[config.mk]
export PLATFORM = sky130hd
export DESIGN_NAME = sata_link_write_arbiter
export DESIGN_NICKNAME = d
export VERILOG_FILES = /design/src/rtl/sata_link_write_arbiter_pkg.sv /design/src/rtl/sata_link_write_arbiter.sv
export SDC_FILE = /design/constraint.sdc
export NUM_CORES = 1
export LEC_CHECK = 0
export ABC_AREA = 1
export CAP_MARGIN = 15
export CORE_MARGIN = 5
export CORE_UTILIZATION = 45
export DETAILED_ROUTE_END_ITERATION = 10
export PLACE_DENSITY = 0.83
export SLEW_MARGIN = 20
export SYNTH_ARGS = -nofsm -noshare
export SYNTH_HDL_FRONTEND = slang
export SYNTH_SLANG_ARGS = --single-unit
[constraint.sdc]
create_clock -name clk -period 2.6 [get_ports clk]
set_clock_uncertainty 0.05 [all_clocks]
set_input_delay 0.39 -clock clk [delete_from_list [all_inputs] [get_ports clk]]
set_output_delay 0.39 -clock clk [all_outputs]
set_load 0.01 [all_outputs]
[src/rtl/sata_link_write_arbiter_pkg.sv]
// Shared definitions for the SATA link write arbiter.
// Holds the FSM state encoding and the requester-index constants.
package sata_link_write_arbiter_pkg;

    typedef enum logic [1:0] {
        ST_IDLE   = 2'd0,
        ST_START  = 2'd1,
        ST_ACTIVE = 2'd2,
        ST_ESCAPE = 2'd3
    } arb_state_t;

    localparam logic REQ_R0 = 1'b0;
    localparam logic REQ_R1 = 1'b1;

    localparam int unsigned RETRY_W = 3;

endpackage

[src/rtl/sata_link_write_arbiter.sv]
// SATA link write arbiter: shares the link write path between a command
// FIS requester (r0) and a data FIS requester (r1) with round-robin choice.
// Ports: clk/rst (async, active-high); rN_req/size/data in, rN_grant/
// strobe/rewind/done/error out; lnk_write_* to/from the link write layer;
// lnk_sync_escape out; busy out.
// Option: define SATA_WR_ARB_RETRY_EN to retry frames on lnk_xmit_error.
module sata_link_write_arbiter
    import sata_link_write_arbiter_pkg::*;
#(
    parameter logic [31:0] TIMEOUT_CYCLES = 32'd1000000,
    parameter int unsigned MAX_RETRY      = 2,
    parameter int unsigned MAX_SIZE       = 2048
) (
    input  logic        clk,
    input  logic        rst,
    input  logic        r0_req,
    input  logic [31:0] r0_size,
    input  logic [31:0] r0_data,
    output logic        r0_grant,
    output logic        r0_strobe,
    output logic        r0_rewind,
    output logic        r0_done,
    output logic        r0_error,
    input  logic        r1_req,
    input  logic [31:0] r1_size,
    input  logic [31:0] r1_data,
    output logic        r1_grant,
    output logic        r1_strobe,
    output logic        r1_rewind,
    output logic        r1_done,
    output logic        r1_error,
    output logic        lnk_write_start,
    output logic [31:0] lnk_write_size,
    output logic [31:0] lnk_write_data,
    input  logic        lnk_write_strobe,
    input  logic        lnk_write_finished,
    input  logic        lnk_xmit_error,
    input  logic        lnk_idle,
    output logic        lnk_sync_escape,
    output logic        busy
);

    arb_state_t  state_q;
    logic [1:0]  grant_q;
    logic        cur_q;
    logic        last_q;
    logic [31:0] size_q;
    logic [31:0] timer_q;
    logic        start_q;
    logic [1:0]  done_q;
    logic [1:0]  error_q;
    logic        escape_q;
    logic        abort_q;

`ifdef SATA_WR_ARB_RETRY_EN
    localparam logic [RETRY_W-1:0] MAX_RETRY_V = RETRY_W'(MAX_RETRY);
    logic [RETRY_W-1:0] retry_q;
    logic [1:0]         rewind_q;
`endif

    // Requester not granted last wins a collision.
    function automatic logic rr_pick(input logic req0,
                                     input logic req1,
                                     input logic last);
        if (req0 && req1)
            return ~last;
        if (req1)
            return REQ_R1;
        return REQ_R0;
    endfunction

    // A requester whose done is showing still holds req for that cycle;
    // masking it keeps the same frame from being sampled twice.
    logic        req0_v;
    logic        req1_v;
    logic        pick;
    logic [31:0] pick_size;
    logic        size_ok;
    logic        cur_req;
    logic [31:0] timer_nxt;

    assign req0_v    = r0_req & ~done_q[0];
    assign req1_v    = r1_req & ~done_q[1];
    assign pick      = rr_pick(req0_v, req1_v, last_q);
    assign pick_size = pick ? r1_size : r0_size;
    assign size_ok   = (pick_size != 32'd0) &&
                       (pick_size <= 32'(MAX_SIZE));
    assign cur_req   = cur_q ? r1_req : r0_req;
    assign timer_nxt = (timer_q == '1) ? timer_q : timer_q + 32'd1;

    always_ff @(posedge clk or posedge rst) begin
        if (rst) begin
            state_q  <= ST_IDLE;
            grant_q  <= 2'b00;
            cur_q    <= REQ_R0;
            last_q   <= REQ_R1;
            size_q   <= 32'd0;
            timer_q  <= 32'd0;
            start_q  <= 1'b0;
            done_q   <= 2'b00;
            error_q  <= 2'b00;
            escape_q <= 1'b0;
            abort_q  <= 1'b0;
`ifdef SATA_WR_ARB_RETRY_EN
            retry_q  <= '0;
            rewind_q <= 2'b00;
`endif
        end else begin
            start_q  <= 1'b0;
            done_q   <= 2'b00;
            error_q  <= 2'b00;
            escape_q <= 1'b0;
`ifdef SATA_WR_ARB_RETRY_EN
            rewind_q <= 2'b00;
`endif
            unique case (state_q)
                ST_IDLE: begin
                    if (lnk_idle && (req0_v || req1_v)) begin
                        if (size_ok) begin
                            grant_q <= pick ? 2'b10 : 2'b01;
                            cur_q   <= pick;
                            last_q  <= pick;
                            size_q  <= pick_size;
                            start_q <= 1'b1;
                            abort_q <= 1'b0;
`ifdef SATA_WR_ARB_RETRY_EN
                            retry_q <= '0;
`endif
                            state_q <= ST_START;
                        end else begin
                            // Illegal size: reject without touching the link.
                            done_q[pick]  <= 1'b1;
                            error_q[pick] <= 1'b1;
                        end
                    end
                end
                ST_START: begin
                    timer_q <= 32'd0;
                    state_q <= ST_ACTIVE;
                end
                ST_ACTIVE: begin
                    timer_q <= timer_nxt;
                    if (lnk_write_finished) begin
                        if (!lnk_xmit_error) begin
                            done_q[cur_q] <= 1'b1;
                            grant_q       <= 2'b00;
                            state_q       <= ST_IDLE;
                        end else begin
`ifdef SATA_WR_ARB_RETRY_EN
                            if (retry_q < MAX_RETRY_V) begin
                                retry_q         <= retry_q + 1'b1;
                                rewind_q[cur_q] <= 1'b1;
                                start_q         <= 1'b1;
                                state_q         <= ST_START;
                            end else begin
                                done_q[cur_q]  <= 1'b1;
                                error_q[cur_q] <= 1'b1;
                                grant_q        <= 2'b00;
                                state_q        <= ST_IDLE;
                            end
`else
                            done_q[cur_q]  <= 1'b1;
                            error_q[cur_q] <= 1'b1;
                            grant_q        <= 2'b00;
                            state_q        <= ST_IDLE;
`endif
                        end
                    end else if (!cur_req) begin
                        // Owner withdrew: abort the frame, no done.
                        escape_q <= 1'b1;
                        abort_q  <= 1'b1;
                        state_q  <= ST_ESCAPE;
                    end else if (timer_nxt >= TIMEOUT_CYCLES) begin
                        escape_q <= 1'b1;
                        state_q  <= ST_ESCAPE;
                    end
                end
                ST_ESCAPE: begin
                    if (lnk_idle) begin
                        if (!abort_q) begin
                            done_q[cur_q]  <= 1'b1;
                            error_q[cur_q] <= 1'b1;
                        end
                        grant_q <= 2'b00;
                        state_q <= ST_IDLE;
                    end
                end
                default: state_q <= ST_IDLE;
            endcase
        end
    end

    assign r0_grant  = grant_q[0];
    assign r1_grant  = grant_q[1];
    assign r0_strobe = lnk_write_strobe & grant_q[0] &
                       (state_q == ST_ACTIVE);
    assign r1_strobe = lnk_write_strobe & grant_q[1] &
                       (state_q == ST_ACTIVE);
    assign r0_done   = done_q[0];
    assign r1_done   = done_q[1];
    assign r0_error  = error_q[0];
    assign r1_error  = error_q[1];

`ifdef SATA_WR_ARB_RETRY_EN
    assign r0_rewind = rewind_q[0];
    assign r1_rewind = rewind_q[1];
`else
    assign r0_rewind = 1'b0;
    assign r1_rewind = 1'b0;
`endif

    assign lnk_write_start = start_q;
    assign lnk_write_size  = size_q;
    assign lnk_write_data  = grant_q[1] ? r1_data :
                             grant_q[0] ? r0_data : 32'd0;
    assign lnk_sync_escape = escape_q;
    assign busy            = (state_q != ST_IDLE);

endmodule

# --- Word level (Yosys, flattened, before mapping) ---
# Index checks and enable logic that the tools add are counted.
op_classes:
  n_div: 0
  n_eq_ne: 11
  reduce_logical: 16
  n_mux: 50
  magnitude_cmp: 6
  bitwise: 9
  n_shift: 0
  mul: 0
  n_addsub: 1
op_table:
  columns: ["cell", "n"]
  rows:
  - ["2-to-1 mux 32 bit", 4]
  - ["one-hot mux 32 bit (2 select lines)", 1]
  - ["2-to-1 mux 2 bit", 17]
  - ["adder 32 x 1 -> 32 bit, second input constant", 1]
  - ["equality test 32 bit, second input constant", 1]
  - ["greater-or-equal comparator 32 x 20 -> 1 bit, second input constant", 1]
  - ["less-or-equal comparator 32 x 12 -> 1 bit, second input constant", 1]
  - ["nonzero test 32 bit", 1]
  - ["2-to-1 mux 1 bit", 21]
  - ["one-hot mux 2 bit (3 select lines)", 3]
  - ["!= test 2 bit, second input constant", 6]
  - ["AND reduction 5 bit", 2]
  - ["one-hot mux 2 bit (4 select lines)", 1]
  - ["bitwise AND 1 bit", 6]
  - ["nonzero test 2 bit", 3]
  - ["logical AND 1 bit", 5]
  - ["equality test 2 bit, second input constant", 2]
  - ["< comparator 1 x 2 -> 1 bit, second input constant", 2]
  - ["!= test 4 bit, second input constant", 1]
  - ["AND reduction 4 bit", 1]
  - ["inverter 1 bit", 3]
  - ["AND reduction 3 bit", 1]
  - ["nonzero test 3 bit", 1]
  - ["demux 1 bit (select 1 bit)", 2]
  - ["other kinds (5)", 6]
totals:
  latch_bits: 0
  n_memories: 0
  regBits: 77
  input_bits: 136
  mem_bits_rw: 0
  mem_bits_ro: 0
  elab_cells: 104

# --- Longest topological paths before layout ---
logic_depth:
  ltp_word: 14
  mapped_depth: 19
  depth_no_buf: 17

# --- Worst setup path after synthesis ---
# OpenSTA, ideal clock, no wires.
synth_path:
  kind: "flip-flop to flip-flop"
  from: "register timer_q[0]"
  to: "register state_q[0]"
  setup_slack_ns: 0.386
  stages_incl_launch_ff: 19
  synth_period_minus_slack_ns: 2.214
  required_time_ns: 2.433
  t_arrival_ns: 2.047
  cell_sequence: "dfrtp_1 > ha_1 > buf_2 > inv_1 > nor2_4 > nand2_4 > nor2_8 > nand2_2 > buf_6 > nand2_2 > nand2_1 > nor2_1 > nand3_1 > nand2_1 > nand3_2 > nand4_2 > nand2_1 > nand2_1 > nand2_1"
synth_between:
  elab_chain_len: 5
  elab_cells_between_ends: 6
  cone_classes: "1 x add/sub; 1 x order compare; 2 x eq/ne; 1 x mux; 1 x reduce/logical"
synth_rtl:
  columns: ["item", "line", "source"]
  rows:
  - ["from (decl)", "sata_link_write_arbiter.sv:48", "logic [31:0] timer_q;"]
  - ["from (signal assigned)", "sata_link_write_arbiter.sv:142", "timer_q <= timer_nxt;"]
  - ["adder 32 x 1 -> 32 bit or equality test 32 bit (tied branches)", "sata_link_write_arbiter.sv:89", "assign timer_nxt = (timer_q == '1) ? timer_q : timer_q + 32'd1;"]
  - ["2-to-1 mux 32 bit *", "sata_link_write_arbiter.sv:89", null]
  - ["greater-or-equal comparator 32 x 20 -> 1 bit *", "sata_link_write_arbiter.sv:173", "end else if (timer_nxt >= TIMEOUT_CYCLES) begin"]
  - ["!= test 4 bit (no source line) *", null, null]
  - ["AND reduction 4 bit (no source line) *", null, null]
  - ["to (signal assigned)", "sata_link_write_arbiter.sv:93", "state_q <= ST_IDLE;"]
  - ["to (signal assigned)", "sata_link_write_arbiter.sv:172", "state_q <= ST_ESCAPE;"]
  - ["to (signal assigned)", "sata_link_write_arbiter.sv:175", "state_q <= ST_ESCAPE;"]
  - ["to (decl)", "sata_link_write_arbiter.sv:43", "arb_state_t state_q;"]
# Every way passes the cells marked *; elsewhere a longest branch is shown, timed or not.
# A chain may end at the register's enable or synchronous reset.

# --- Worst setup path in the final report ---
layout_path:
  from: "register state_q[0]"
  to: "output r0_strobe"
layout_between:
  elab_chain_len: 2
layout_rtl:
  columns: ["item", "line", "source"]
  rows:
  - ["from (signal assigned)", "sata_link_write_arbiter.sv:93", null]
  - ["from (signal assigned)", "sata_link_write_arbiter.sv:129", "state_q <= ST_START;"]
  - ["from (signal assigned)", "sata_link_write_arbiter.sv:139", "state_q <= ST_ACTIVE;"]
  - ["equality test 2 bit", "sata_link_write_arbiter.sv:196", "(state_q == ST_ACTIVE);"]
  - ["bitwise AND 1 bit", "sata_link_write_arbiter.sv:195", "assign r0_strobe = lnk_write_strobe & grant_q[0] &"]
  - ["to (decl)", "sata_link_write_arbiter.sv:20", "output logic r0_strobe,"]
# No other way between the ends.

==> results.md <==
- FF-to-FF Start: last_q$_DFFE_PP1P_
- Final WL: about 19000 um
- Post-DP HPWL: about 14000 um
- Sequential area share after synthesis: 35.8%
- Worst Setup End Kind: output pin
- Largest net degree at the start of global routing: 41
- CP max FO: 5
- Clk_lat worst skew: about 0.33 ns
- CTS max path bufs: 2
- Post-layout util: 69.7%
- Vias post-DR: around 6400
- DR pass1 iterations: 5
- Startpoint types: flip-flop
- Min Tclk post-route: ~2.4 ns
- Leakage: around 4 nW
- Hold Path Class: in -> async
- Peak VDD IR: 0.349 mV
- FP Rows: 40
- GRT Residual Overflow: 0
- Placed insts: roughly 1200
- Worst endpoint required time: about 2.2 ns
- PortBufs: 210
- Drt initial violations: a little under 500
- Hold buffers post-CTS: 0
- Post-Synthesis Cells: roughly 860
- Fmax: a little over 400 MHz
- Setup WS pre-CTS: -0.103 ns
- RSZ-0062 raised after global routing: false
- R2R setup slack: around 0.21 ns
- Status: finished clean
- CTS H-tree depth: 3
- Drt via density: ~5.1
- Max-Cap Viols: 0
- Die height: ~120 um
- Initial antenna violation count: 0
- Final GP Congestion: 0.936
- Final Cycle Share: 94.0%
- # diodes: 0
- Reg2Reg Depth: 15
- Rel. slew slack: approximately 66%
- Most frequent cells in the layout: nand2_1 (320), clkdlybuf4s50_1 (210), inv_1 (107)
- Final net count: around 1200
- CTS Buf Count: 9
- Die X-Extent: ~120 um
- CP Class: reg -> out
- Worst-Margin Slew: between 0.5 and 0.6 ns
- Finished Cell Area: about 8300 um^2
- Routed length per instance: about 15 um
- Post-DP Area: 7890 um^2
- Clock Sinks: 77
- Yosys reg bits: 77
- Max Slew Vio Count: 0
- Antenna-violating nets left: 0
- Die area: 14300 um^2
- Critical Path AT: about 2.0 ns
- Fin cells: ~1200
- Layout cells sized above 1: between 8 and 9%
- First-pass GRT wire length: around 30000 um
- CTS tree: yes
- R2R Path End: lnk_write_size[4]$_DFFE_PP0P_
- Vias in the first global route: roughly 6200
- Pwr Total: slightly below 0.005 W
- # IOs: between 200 and 250
- Clk pin slew, worst setup/hold paths: approximately 0.06 ns
- Final worst setup slack: ~0.16 ns
- Syn avg cell area: approximately 6.3 um^2
- Initial Util: a little under half
- Clk root buf: clkbuf_16
- Fill count: a little under 1000
- Commonest non-fill, non-tap cell in the layout: nand2_1
- Library cells used by synthesis: 36
- Gr usage total: approximately a quarter
- DRC violations left: 0
- Synth Warn #: 0
- Core ar.: approximately 12000 um^2
- Area Growth Syn to Fin: 53.2%
- Endpoints failing setup: 0
- Synth Cell Area: between 5000 and 6000 um^2
- Final Hold Vio Count: 0
- Power per cell area: between 500 and 600 nW/um^2
-- critical path: stages, from the launching register on --
cell and delay, ns:
dfrtp_1 0.45, inv_1 0.14, ha_1 0.23, nand2_1 0.08, nor2_1 0.19, clkdlybuf4s50_1 0.60
-- sequential cells by signal, indices dropped and copies added (netlist names) --
register,cells
lnk_write_size,32
timer_q,32
done_q,2
error_q,2
grant_q,2
state_q,2
abort_q,1
cur_q,1
last_q,1
lnk_sync_escape,1
lnk_write_start,1
-- repair_timing --
| item | 4_1_cts | 5_1_grt |
|---|---|---|
| setup endpoints to repair | 0 | 4 |
| resized for setup | 0 | 14 |
| endpoints found under the hold margin | 0 | 0 |
| buffers inserted | 0 | 4 |
-- worst max path at each step --
stage	cells after the start	slack [ns]	start	endpoint
finish	5	0.16	state_q[0]$_DFFE_PP0P_	r0_strobe
global route	16	0.004	timer_q[11]$_DFFE_PP0P_	state_q[0]$_DFFE_PP0P_
CTS	5	0.14	state_q[0]$_DFFE_PP0P_	r0_strobe
detailed placement	14	-0.10	r0_req	lnk_write_size[4]$_DFFE_PP0P_
global placement	14	-0.07	r1_req	error_q[1]$_DFF_PP0_
floorplan	1	0.19	rst	abort_q$_DFFE_PP0P_
-- where the power goes --
| part | internal (W) | total, W | switching, W |
|---|---|---|---|
| clock network | 0.000777 | 0.00130 | 0.000519 |
| logic | 0.00102 | 0.00224 | 0.00122 |
| registers | 0.00126 | 0.00132 | 0.0000536 |
-- stage by stage --
| stage | TNS, ns | hold slack, ns |
|---|---|---|
| finish | 0 | 0.354 |
| global route | 0 | 0.405 |
| CTS | 0 | 0.365 |
| detailed placement | -2.97 | 0.401 |
| global placement | -0.239 | 0.399 |
| floorplan | 0 | 0.392 |
-- per-layer routing --
metal	up-vias	global-route usage (%)	share of wire, %
met5	-	0	0
met4	0	8.45	2.7
met3	44	7.79	9.2
met2	288	42.4	48
met1	2890	32.0	40
li1	3192	-	-
-- logic make-up (layout without fill, tap and decap cells) --
logic type	after synthesis	after routing	synth area share, %
buffers and inverters	146	385	11.0
adders and majority gates	6	6	1.39
and+or+nand+nor	538	538	42.2
DFF	77	77	35.8
other	1	2	0.0696
xor gates and xnor gates	1	1	0.162
AOI/OAI and AO/OA	92	92	9.35
-- layout make-up --
| cell class | instances | area [um^2] | area share (%) |
|---|---|---|---|
| multi-input combinational | 639 | 2900 | 35.1 |
| inverter | 112 | 422 | 5.10 |
| timing repair buffer | 257 | 2520 | 30.5 |
| clock buffer | 10 | 239 | 2.89 |
| clock inverter | 6 | 70.1 | 0.848 |
| tap | 147 | 184 | 2.23 |
| sequential | 77 | 1930 | 23.4 |
-- cell usage after synthesis, drive strengths merged --
| cell type | number | share of area, % |
|---|---|---|
| nor2 | 97 | 7.5 |
| dfrtp | 76 | 35 |
| clkinv | 1 | 0.070 |
| clkbuf | 17 | 1.2 |
| a21oi | 9 | 0.84 |
| o21bai | 2 | 0.28 |
| nor3 | 5 | 0.46 |
| nand3b | 2 | 0.28 |
| o2111ai | 1 | 0.16 |
| dfstp | 1 | 0.49 |
| buf | 17 | 2.1 |
| nand2 | 327 | 23 |
| or2 | 1 | 0.12 |
| nor4 | 2 | 0.23 |
| xor2 | 1 | 0.16 |
| nand3 | 90 | 8.6 |
| o22ai | 23 | 2.7 |
| nand4 | 14 | 1.7 |
| conb | 1 | 0.070 |
| a21boi | 1 | 0.14 |
| o21ai | 53 | 4.9 |
| a31oi | 3 | 0.35 |
| inv | 111 | 7.7 |
| ha | 6 | 1.4 |
Note: power is estimated with default switching activity, not from simulation.
